<file path="src/rtl/alu_pipe.sv">
// Pipelined double-width ALU with valid/ready handshake and a passthrough tag.
// Optional flags output enabled by defining ALU_PIPE_FLAGS_EN.
module alu_pipe #(
    parameter int unsigned W      = 8,
    parameter int unsigned STAGES = 2,
    parameter int unsigned TAG_W  = 4
) (
    input  logic               clock,
    input  logic               resetn,
    input  logic               in_valid,
    output logic               in_ready,
    input  logic [W-1:0]       a_in,
    input  logic [W-1:0]       b_in,
    input  logic [2:0]         op_in,
    input  logic [TAG_W-1:0]   tag_in,
    output logic               out_valid,
    input  logic               out_ready,
    output logic [2*W-1:0]     result_out,
    output logic [TAG_W-1:0]   tag_out,
    output logic [15:0]        txn_count
`ifdef ALU_PIPE_FLAGS_EN
    ,
    output logic [2:0]         flags_out
`endif
);

    localparam int unsigned RW  = 2 * W;
    localparam int unsigned SHW = $clog2(RW);

    localparam logic [2:0] OP_ADD = 3'd0;
    localparam logic [2:0] OP_SUB = 3'd1;
    localparam logic [2:0] OP_MUL = 3'd2;
    localparam logic [2:0] OP_AND = 3'd3;
    localparam logic [2:0] OP_OR  = 3'd4;
    localparam logic [2:0] OP_XOR = 3'd5;
    localparam logic [2:0] OP_SHL = 3'd6;

    logic                          adv_c;
    logic [RW-1:0]                 a_ext;
    logic [RW-1:0]                 b_ext;
    logic [RW-1:0]                 alu_d;
    logic [STAGES-1:0]             vld_q;
    logic [STAGES-1:0][RW-1:0]     res_q;
    logic [STAGES-1:0][TAG_W-1:0]  tag_q;
    logic [15:0]                   cnt_q;
    logic [15:0]                   cnt_d;

    // Whole pipeline advances together; it only holds when the output is blocked.
    assign adv_c    = !vld_q[STAGES-1] || out_ready;
    assign in_ready = adv_c;

    always_comb begin
        a_ext = RW'(a_in);
        b_ext = RW'(b_in);
        alu_d = '0;
        case (op_in)
            OP_ADD:  alu_d = a_ext + b_ext;
            OP_SUB:  alu_d = a_ext - b_ext;
            OP_MUL:  alu_d = a_ext * b_ext;
            OP_AND:  alu_d = a_ext & b_ext;
            OP_OR:   alu_d = a_ext | b_ext;
            OP_XOR:  alu_d = a_ext ^ b_ext;
            OP_SHL:  alu_d = a_ext << b_in[SHW-1:0];
            default: begin
                alu_d[1] = (a_in > b_in);
                alu_d[0] = (a_in == b_in);
            end
        endcase
    end

    always_ff @(posedge clock or negedge resetn) begin
        if (!resetn) begin
            vld_q <= '0;
            res_q <= '0;
            tag_q <= '0;
        end else if (adv_c) begin
            vld_q[0] <= in_valid;
            res_q[0] <= alu_d;
            tag_q[0] <= tag_in;
            for (int i = 1; i < int'(STAGES); i++) begin
                vld_q[i] <= vld_q[i-1];
                res_q[i] <= res_q[i-1];
                tag_q[i] <= tag_q[i-1];
            end
        end
    end

    assign out_valid  = vld_q[STAGES-1];
    assign result_out = res_q[STAGES-1];
    assign tag_out    = tag_q[STAGES-1];

    always_comb begin
        cnt_d = cnt_q;
        if (out_valid && out_ready) begin
            cnt_d = cnt_q + 16'd1;
        end
    end

    always_ff @(posedge clock or negedge resetn) begin
        if (!resetn) begin
            cnt_q <= '0;
        end else begin
            cnt_q <= cnt_d;
        end
    end

    assign txn_count = cnt_q;

`ifdef ALU_PIPE_FLAGS_EN
    logic [2:0]               flg_d;
    logic [STAGES-1:0][2:0]   flg_q;

    // Carry is bit W of the widened sum; borrow is a plain compare.
    always_comb begin
        flg_d    = '0;
        flg_d[0] = (alu_d == '0);
        if (op_in == OP_ADD) begin
            flg_d[1] = alu_d[W];
        end else if (op_in == OP_SUB) begin
            flg_d[1] = (a_in < b_in);
        end
        flg_d[2] = alu_d[RW-1];
    end

    always_ff @(posedge clock or negedge resetn) begin
        if (!resetn) begin
            flg_q <= '0;
        end else if (adv_c) begin
            flg_q[0] <= flg_d;
            for (int i = 1; i < int'(STAGES); i++) begin
                flg_q[i] <= flg_q[i-1];
            end
        end
    end

    assign flags_out = flg_q[STAGES-1];
`endif

endmodule

</file>
<file path="config.mk">
export PLATFORM = sky130hd
export DESIGN_NAME = alu_pipe
export DESIGN_NICKNAME = d
export VERILOG_FILES = /design/src/rtl/alu_pipe.sv
export SDC_FILE = /design/constraint.sdc
export NUM_CORES = 1
export LEC_CHECK = 0
export ABC_CLOCK_PERIOD_IN_PS = 2110
export CAP_MARGIN = 0
export CORE_MARGIN = 5
export CORE_UTILIZATION = 51
export CTS_BUF_LIST = sky130_fd_sc_hd__clkbuf_4 sky130_fd_sc_hd__clkbuf_8 sky130_fd_sc_hd__clkbuf_16
export DETAILED_ROUTE_END_ITERATION = 16
export PLACE_DENSITY_LB_ADDON = 0.3
export SLEW_MARGIN = 20
export SYNTH_ARGS = -nofsm -noshare
export SYNTH_HDL_FRONTEND = slang
export SYNTH_SLANG_ARGS = --single-unit
export TNS_END_PERCENT = 5
</file>
<file path="constraint.sdc">
create_clock -name clock -period 2.11 [get_ports clock]
set_clock_uncertainty 0.05 [all_clocks]
set_input_delay 0.422 -clock clock [delete_from_list [all_inputs] [get_ports clock]]
set_output_delay 0.422 -clock clock [all_outputs]
set_load 0.03 [all_outputs]
</file>
* After elaboration in Yosys (flattened, before gate mapping) *
Cells that the tools add are included.

cells by class
  $add $sub $neg = 3
  multipliers = 1
  divide/modulo/power cells = 0
  order comparisons = 1
  equal/unequal tests = 7
  shift-type cells = 1
  mux-type cells = 2
  bitwise logic cells = 3
  reduce and logical (&&, ||, !) cells = 4

operators with widths
  cell                                                                   count
  14-bit one-hot mux with 7 select lines                                 1
  16-bit by 1-bit adder with 16-bit output, second input constant        1
  8-bit by 8-bit multiplier with 16-bit output                           1
  8-bit by 4-bit left shift with 16-bit output                           1
  2-bit one-hot mux with 7 select lines                                  1
  8-bit by 8-bit adder with 9-bit output                                 1
  3-bit equality test, second input constant                             3
  8-bit by 8-bit subtractor with 9-bit output                            1
  8-bit bitwise AND                                                      1
  8-bit equality test                                                    1
  8-bit greater-than comparator                                          1
  8-bit OR                                                               1
  8-bit bitwise XOR                                                      1
  3-bit by 2-bit equality test with 1-bit output, second input constant  2
  3-bit by 1-bit equality test with 1-bit output, second input constant  1
  3-bit zero test                                                        1
  1-bit logical AND                                                      1
  1-bit zero test                                                        1
  1-bit logical OR                                                       1

word-level totals
  bits in registers = 58
  latch bits = 0
  RAM bits = 0
  ROM bits = 0
  input bits = 27
  output and inout bits = 38
  logic and storage cells = 28
  memories kept = 0

* Longest topological paths before layout *
  word-level depth = 2
  depth in mapped cells = 17
  depth with buffers taken out = 17

* Worst setup path before layout *
No wires, ideal clock.

  path type = in2reg
  from = input port b_in[3]
  to = register res_q[15] (netlist bit)
  setup time = 0.069 ns
  arrival time = 4.666 ns
  required time = 1.991 ns
  setup slack = -2.675 ns
  cell stages on the path = 16
  path buffers = 1
  cells stage by stage = inv_1 > clkbuf_1 > nor2_1 > fa_1 > fa_1 > inv_1 > fa_1 > fa_1 > inv_1 > ha_1 > o21ai_0 > o21ai_0 > and2_1 > a221o_1 > or4_1 > nand3_1

on the way
  longest elaborated chain between the ends = 2
  elaborated cells on any way between the ends = 4
  those cells by class = add/sub: 1; mul: 1; shift: 1; mux: 1

ends and longest elaborated chain
  item                                                                  RTL line  text
  from (decl)                                                           13        input logic [W-1:0] b_in,
  8-bit by 8-bit multiplier with 16-bit output (tied with other cells)  59        OP_MUL: alu_d = a_ext * b_ext;
  14-bit one-hot mux with 7 select lines (*)                            56        case (op_in)
  to (signal, indexed assignment)                                       82        res_q[i] <= res_q[i-1];
  to (decl)                                                             43        logic [STAGES-1:0][RW-1:0] res_q;

Mark *: on every way between the ends. The rest lies on a longest branch, timed or not.
A chain may end at the register's enable or synchronous reset.

* Worst setup path after layout *
Ends and elaborated chain as after synthesis.

==> results.toml <==
[outcome]
status = "finished with violations"
violations = "negative setup slack"

[routing]
ant_nets = 0
vias = 5976
drc = 0
drt_iter0_drc = 440
wl_mm = 19.7
wire_per_inst_um = 18.1
routed_via_density = 5.50
dr.pass1.iters = 5

[min_path]
hold_start = "result_out[12]"
holdPathEnd = "result_out[12]"
whs_path_depth = 2
hold_path.class = "flip-flop to flip-flop"

[logic_synthesis]
yosysUniqueCellTypes = 66
synth_top_area_cell = "dfrtp_1"
syn_inst = 734
yosys-top-cells-area = "dfrtp_1 24%, ha_1 13%, fa_1 12%"
syn_avg_cell_area_sq_um = 8.38
synth_top_cell_area_share_pct = 23.6
synth.net_count = 861
synth-seq-area-share_pct = 23.6
ys.flop_type = "dfrtp_1"
syn_area_sq_um = 6150
ys_seq_elements = 58
synthArstFlopShare_pct = 100
synth_edf_count = 0
yosysWarnings = 0

[clock_network]
clk_pin_slew_worst_paths_ns = 0.05
cts_inserted_buffers = 9
clockBufferDepth = 2
cts.sinks = 58
cts-root-buf = "clkbuf_16"
cts_tree = "yes"
htree_num_levels = 3
insertion_delay_ns = 0.32

[grt]
grt_pass1_vias = 6259
antenna_found_initial = 0
grt.total_usage_pct = 28.3
grt_pass1_wl_mm = 32.0
grt_max_degree = 51
gr-total-overflow = 0

[critical_path]
cp_max_fo = 5
arrival_ns = 4.44
cp.required_ns = 2.31
start_kind = "input pin"
rr_startpoint = "vld_q[1]"
critPathKind = "input pin to flip-flop"
rr_endpoint = "res_q[12]"
reg2reg_slack_ns = 0.32
r2r_cells = 5
endpoint_kind = "flip-flop"

[floorplan]
start_util_pct = 51.6
std_cell_rows = 40
core_sq_um = 11900
die_x_um = 120
io_pins = 65
dieArea_sq_um = 14400
die_y_um = 120

[power]
p_leak_nw = 4.24
powerDensity_nw_per_um2 = 800
vdd.ir_drop.worst_mv = 0.437

[sta]
worst_pin_slew_ns = 0.897
hold_viol_final = 0
finalCriticalPeriod_ns = 4.24
rsz0062_at_grt = "yes"
slew_headroom_pct = 39.5
finalSetupTns_ns = -23.92
setup_viol = 15
layout_setup_ws_ns = -2.13
slew_viol_final = 0
fmax_ghz = 0.236
fin_crit_sh_pct = 201

[cells_and_area]
area_growth_pct = 41.0
post-route-util_pct = 72.8
drive_above_1_share_pct = 30.6
antennaDiodeCount = 0
fillers = 925
finalNetCount = 1061

[place]
dp_hpwl_mm = 15.8
finalWeightedCongestion = 0.964
io_buffers = 64

[job]
max_cap_viol_count = 0
worst max-delay path, cell delays in order:
cell,delay [ns]
buf_8,0.11
buf_8,0.13
inv_16,0.06
buf_6,0.10
nor2_4,0.03
fa_1,0.50
fa_2,0.41
fa_1,0.52
inv_2,0.04
fa_2,0.52
inv_2,0.04
ha_4,0.15
a211oi_2,0.18
o21bai_1,0.10
a21o_1,0.19
a221o_1,0.33
or4_1,0.50
nand3_1,0.10
cell usage in the layout (no fill, tap or decap), types with 6 or more instances in the layout:
| cell type | n |
|---|---|
| a21oi_1 | 21 |
| fa_2 | 7 |
| buf_6 | 6 |
| mux2i_1 | 7 |
| buf_2 | 6 |
| dfrtp_1 | 58 |
| nor2_2 | 6 |
| clkdlybuf4s50_1 | 47 |
| fa_1 | 31 |
| xnor2_1 | 16 |
| ha_4 | 8 |
| nand3_1 | 13 |
| o21ai_0 | 23 |
| mux2_2 | 6 |
| ha_1 | 50 |
| clkbuf_16 | 9 |
| buf_4 | 169 |
| and3_1 | 8 |
| nand2b_1 | 7 |
| inv_1 | 64 |
| nor2_1 | 63 |
| nand2_1 | 119 |
| xor2_1 | 8 |
| a211oi_1 | 6 |
| inv_4 | 6 |
| nor3_1 | 7 |
| a21o_1 | 8 |
| nor2_4 | 6 |
| nor2b_1 | 9 |
| inv_2 | 8 |
through the flow:
step / hold WS, ns / power, mW / worst slack (ns) / cells / cell area (sq um)
finish: 0.409 / 6.94 / -2.13 / 1086 / 8670
global route: 0.434 / 7.45 / -2.23 / 1086 / 8670
CTS: 0.416 / 6.94 / -2.18 / 1084 / 8610
detailed placement: 0.239 / 5.43 / -3.04 / 1045 / 8040
global placement: 0.235 / 5.32 / -2.92 / 1045 / 8040
floorplan: 0.0764 / 4.07 / -2.17 / 734 / 6400
synthesized netlist by cell type, types with 4 or more instances:
| master | count |
|---|---|
| a211oi_1 | 10 |
| a21o_1 | 8 |
| a21oi_1 | 23 |
| a221oi_1 | 6 |
| a31oi_1 | 4 |
| and2_1 | 6 |
| and3_1 | 8 |
| buf_1 | 4 |
| buf_4 | 20 |
| clkbuf_1 | 24 |
| dfrtp_1 | 58 |
| fa_1 | 38 |
| ha_1 | 62 |
| inv_1 | 81 |
| mux2_2 | 6 |
| mux2i_1 | 7 |
| nand2_1 | 119 |
| nand2b_1 | 7 |
| nand3_1 | 13 |
| nand4_1 | 4 |
| nor2_1 | 75 |
| nor2b_1 | 10 |
| nor3_1 | 8 |
| o211ai_1 | 5 |
| o21ai_0 | 28 |
| o21bai_1 | 5 |
| o22ai_1 | 5 |
| xnor2_1 | 17 |
| xor2_1 | 8 |
cells by family after synthesis:
| logic type | after synthesis | share of synthesized area (%) |
|---|---|---|
| compound gates | 135 | 15.4 |
| xor+xnor | 25 | 3.56 |
| fa+ha+maj | 100 | 25.0 |
| buf+inv | 132 | 9.40 |
| flops | 58 | 23.6 |
| mux | 18 | 4.07 |
| simple gates | 266 | 19.0 |
per-layer routing:
| metal | GRT usage [%] | part of all wire [%] | vias up |
|---|---|---|---|
| met5 | 0 | 0 | - |
| met4 | 12.5 | 4.1 | 0 |
| met3 | 3.20 | 3.6 | 51 |
| met2 | 49.2 | 49 | 186 |
| met1 | 35.4 | 43 | 2876 |
| li1 | - | - | 2863 |
power breakdown:
group | switching [mW] | internal (mW) | leakage (nW) | total (mW)
Sequential | 0.175 | 1.35 | 0.727 | 1.53
Combinational | 2.10 | 2.00 | 3.38 | 4.10
Clock | 0.476 | 0.830 | 0.135 | 1.31
Total | 2.75 | 4.19 | 4.24 | 6.94
repair_timing:
item | in CTS | in global routing
pin swaps | 29 | 14
hold endpoints to repair | 8 | 0
hold buffers | 1 | 0
endpoints found under the setup margin | 16 | 16
resized for setup | 119 | 13
buffers inserted | 22 | 2
worst max path at each step:
| stage | from | slack (ns) | endpoint | cells past startpoint |
|---|---|---|---|---|
| global placement | b_in[3] | -2.92 | res_q[15] | 17 |
| finish | b_in[3] | -2.13 | res_q[15] | 18 |
| CTS | b_in[7] | -2.18 | res_q[15] | 16 |
| detailed placement | b_in[3] | -3.04 | res_q[15] | 17 |
| floorplan | b_in[3] | -2.17 | res_q[15] | 15 |
| global route | b_in[3] | -2.23 | res_q[15] | 18 |
area by class of cell:
type	count	area [sq um]	area share, %
well taps	147	184	2.12
flip-flops and latches	58	1450	16.7
repair buffers	238	1990	23.0
clock buffers	11	246	2.84
inverters	83	355	4.10
multi-input cells	544	4410	50.9
clock inverters	5	30.0	0.346
registers in the layout, indices dropped and copies added, names as in the netlist:
signal,flops
vld_q,2
txn_count,16
result_out,16
tag_q,4
tag_out,4
res_q,16
Power figures use the tool's default switching activity.
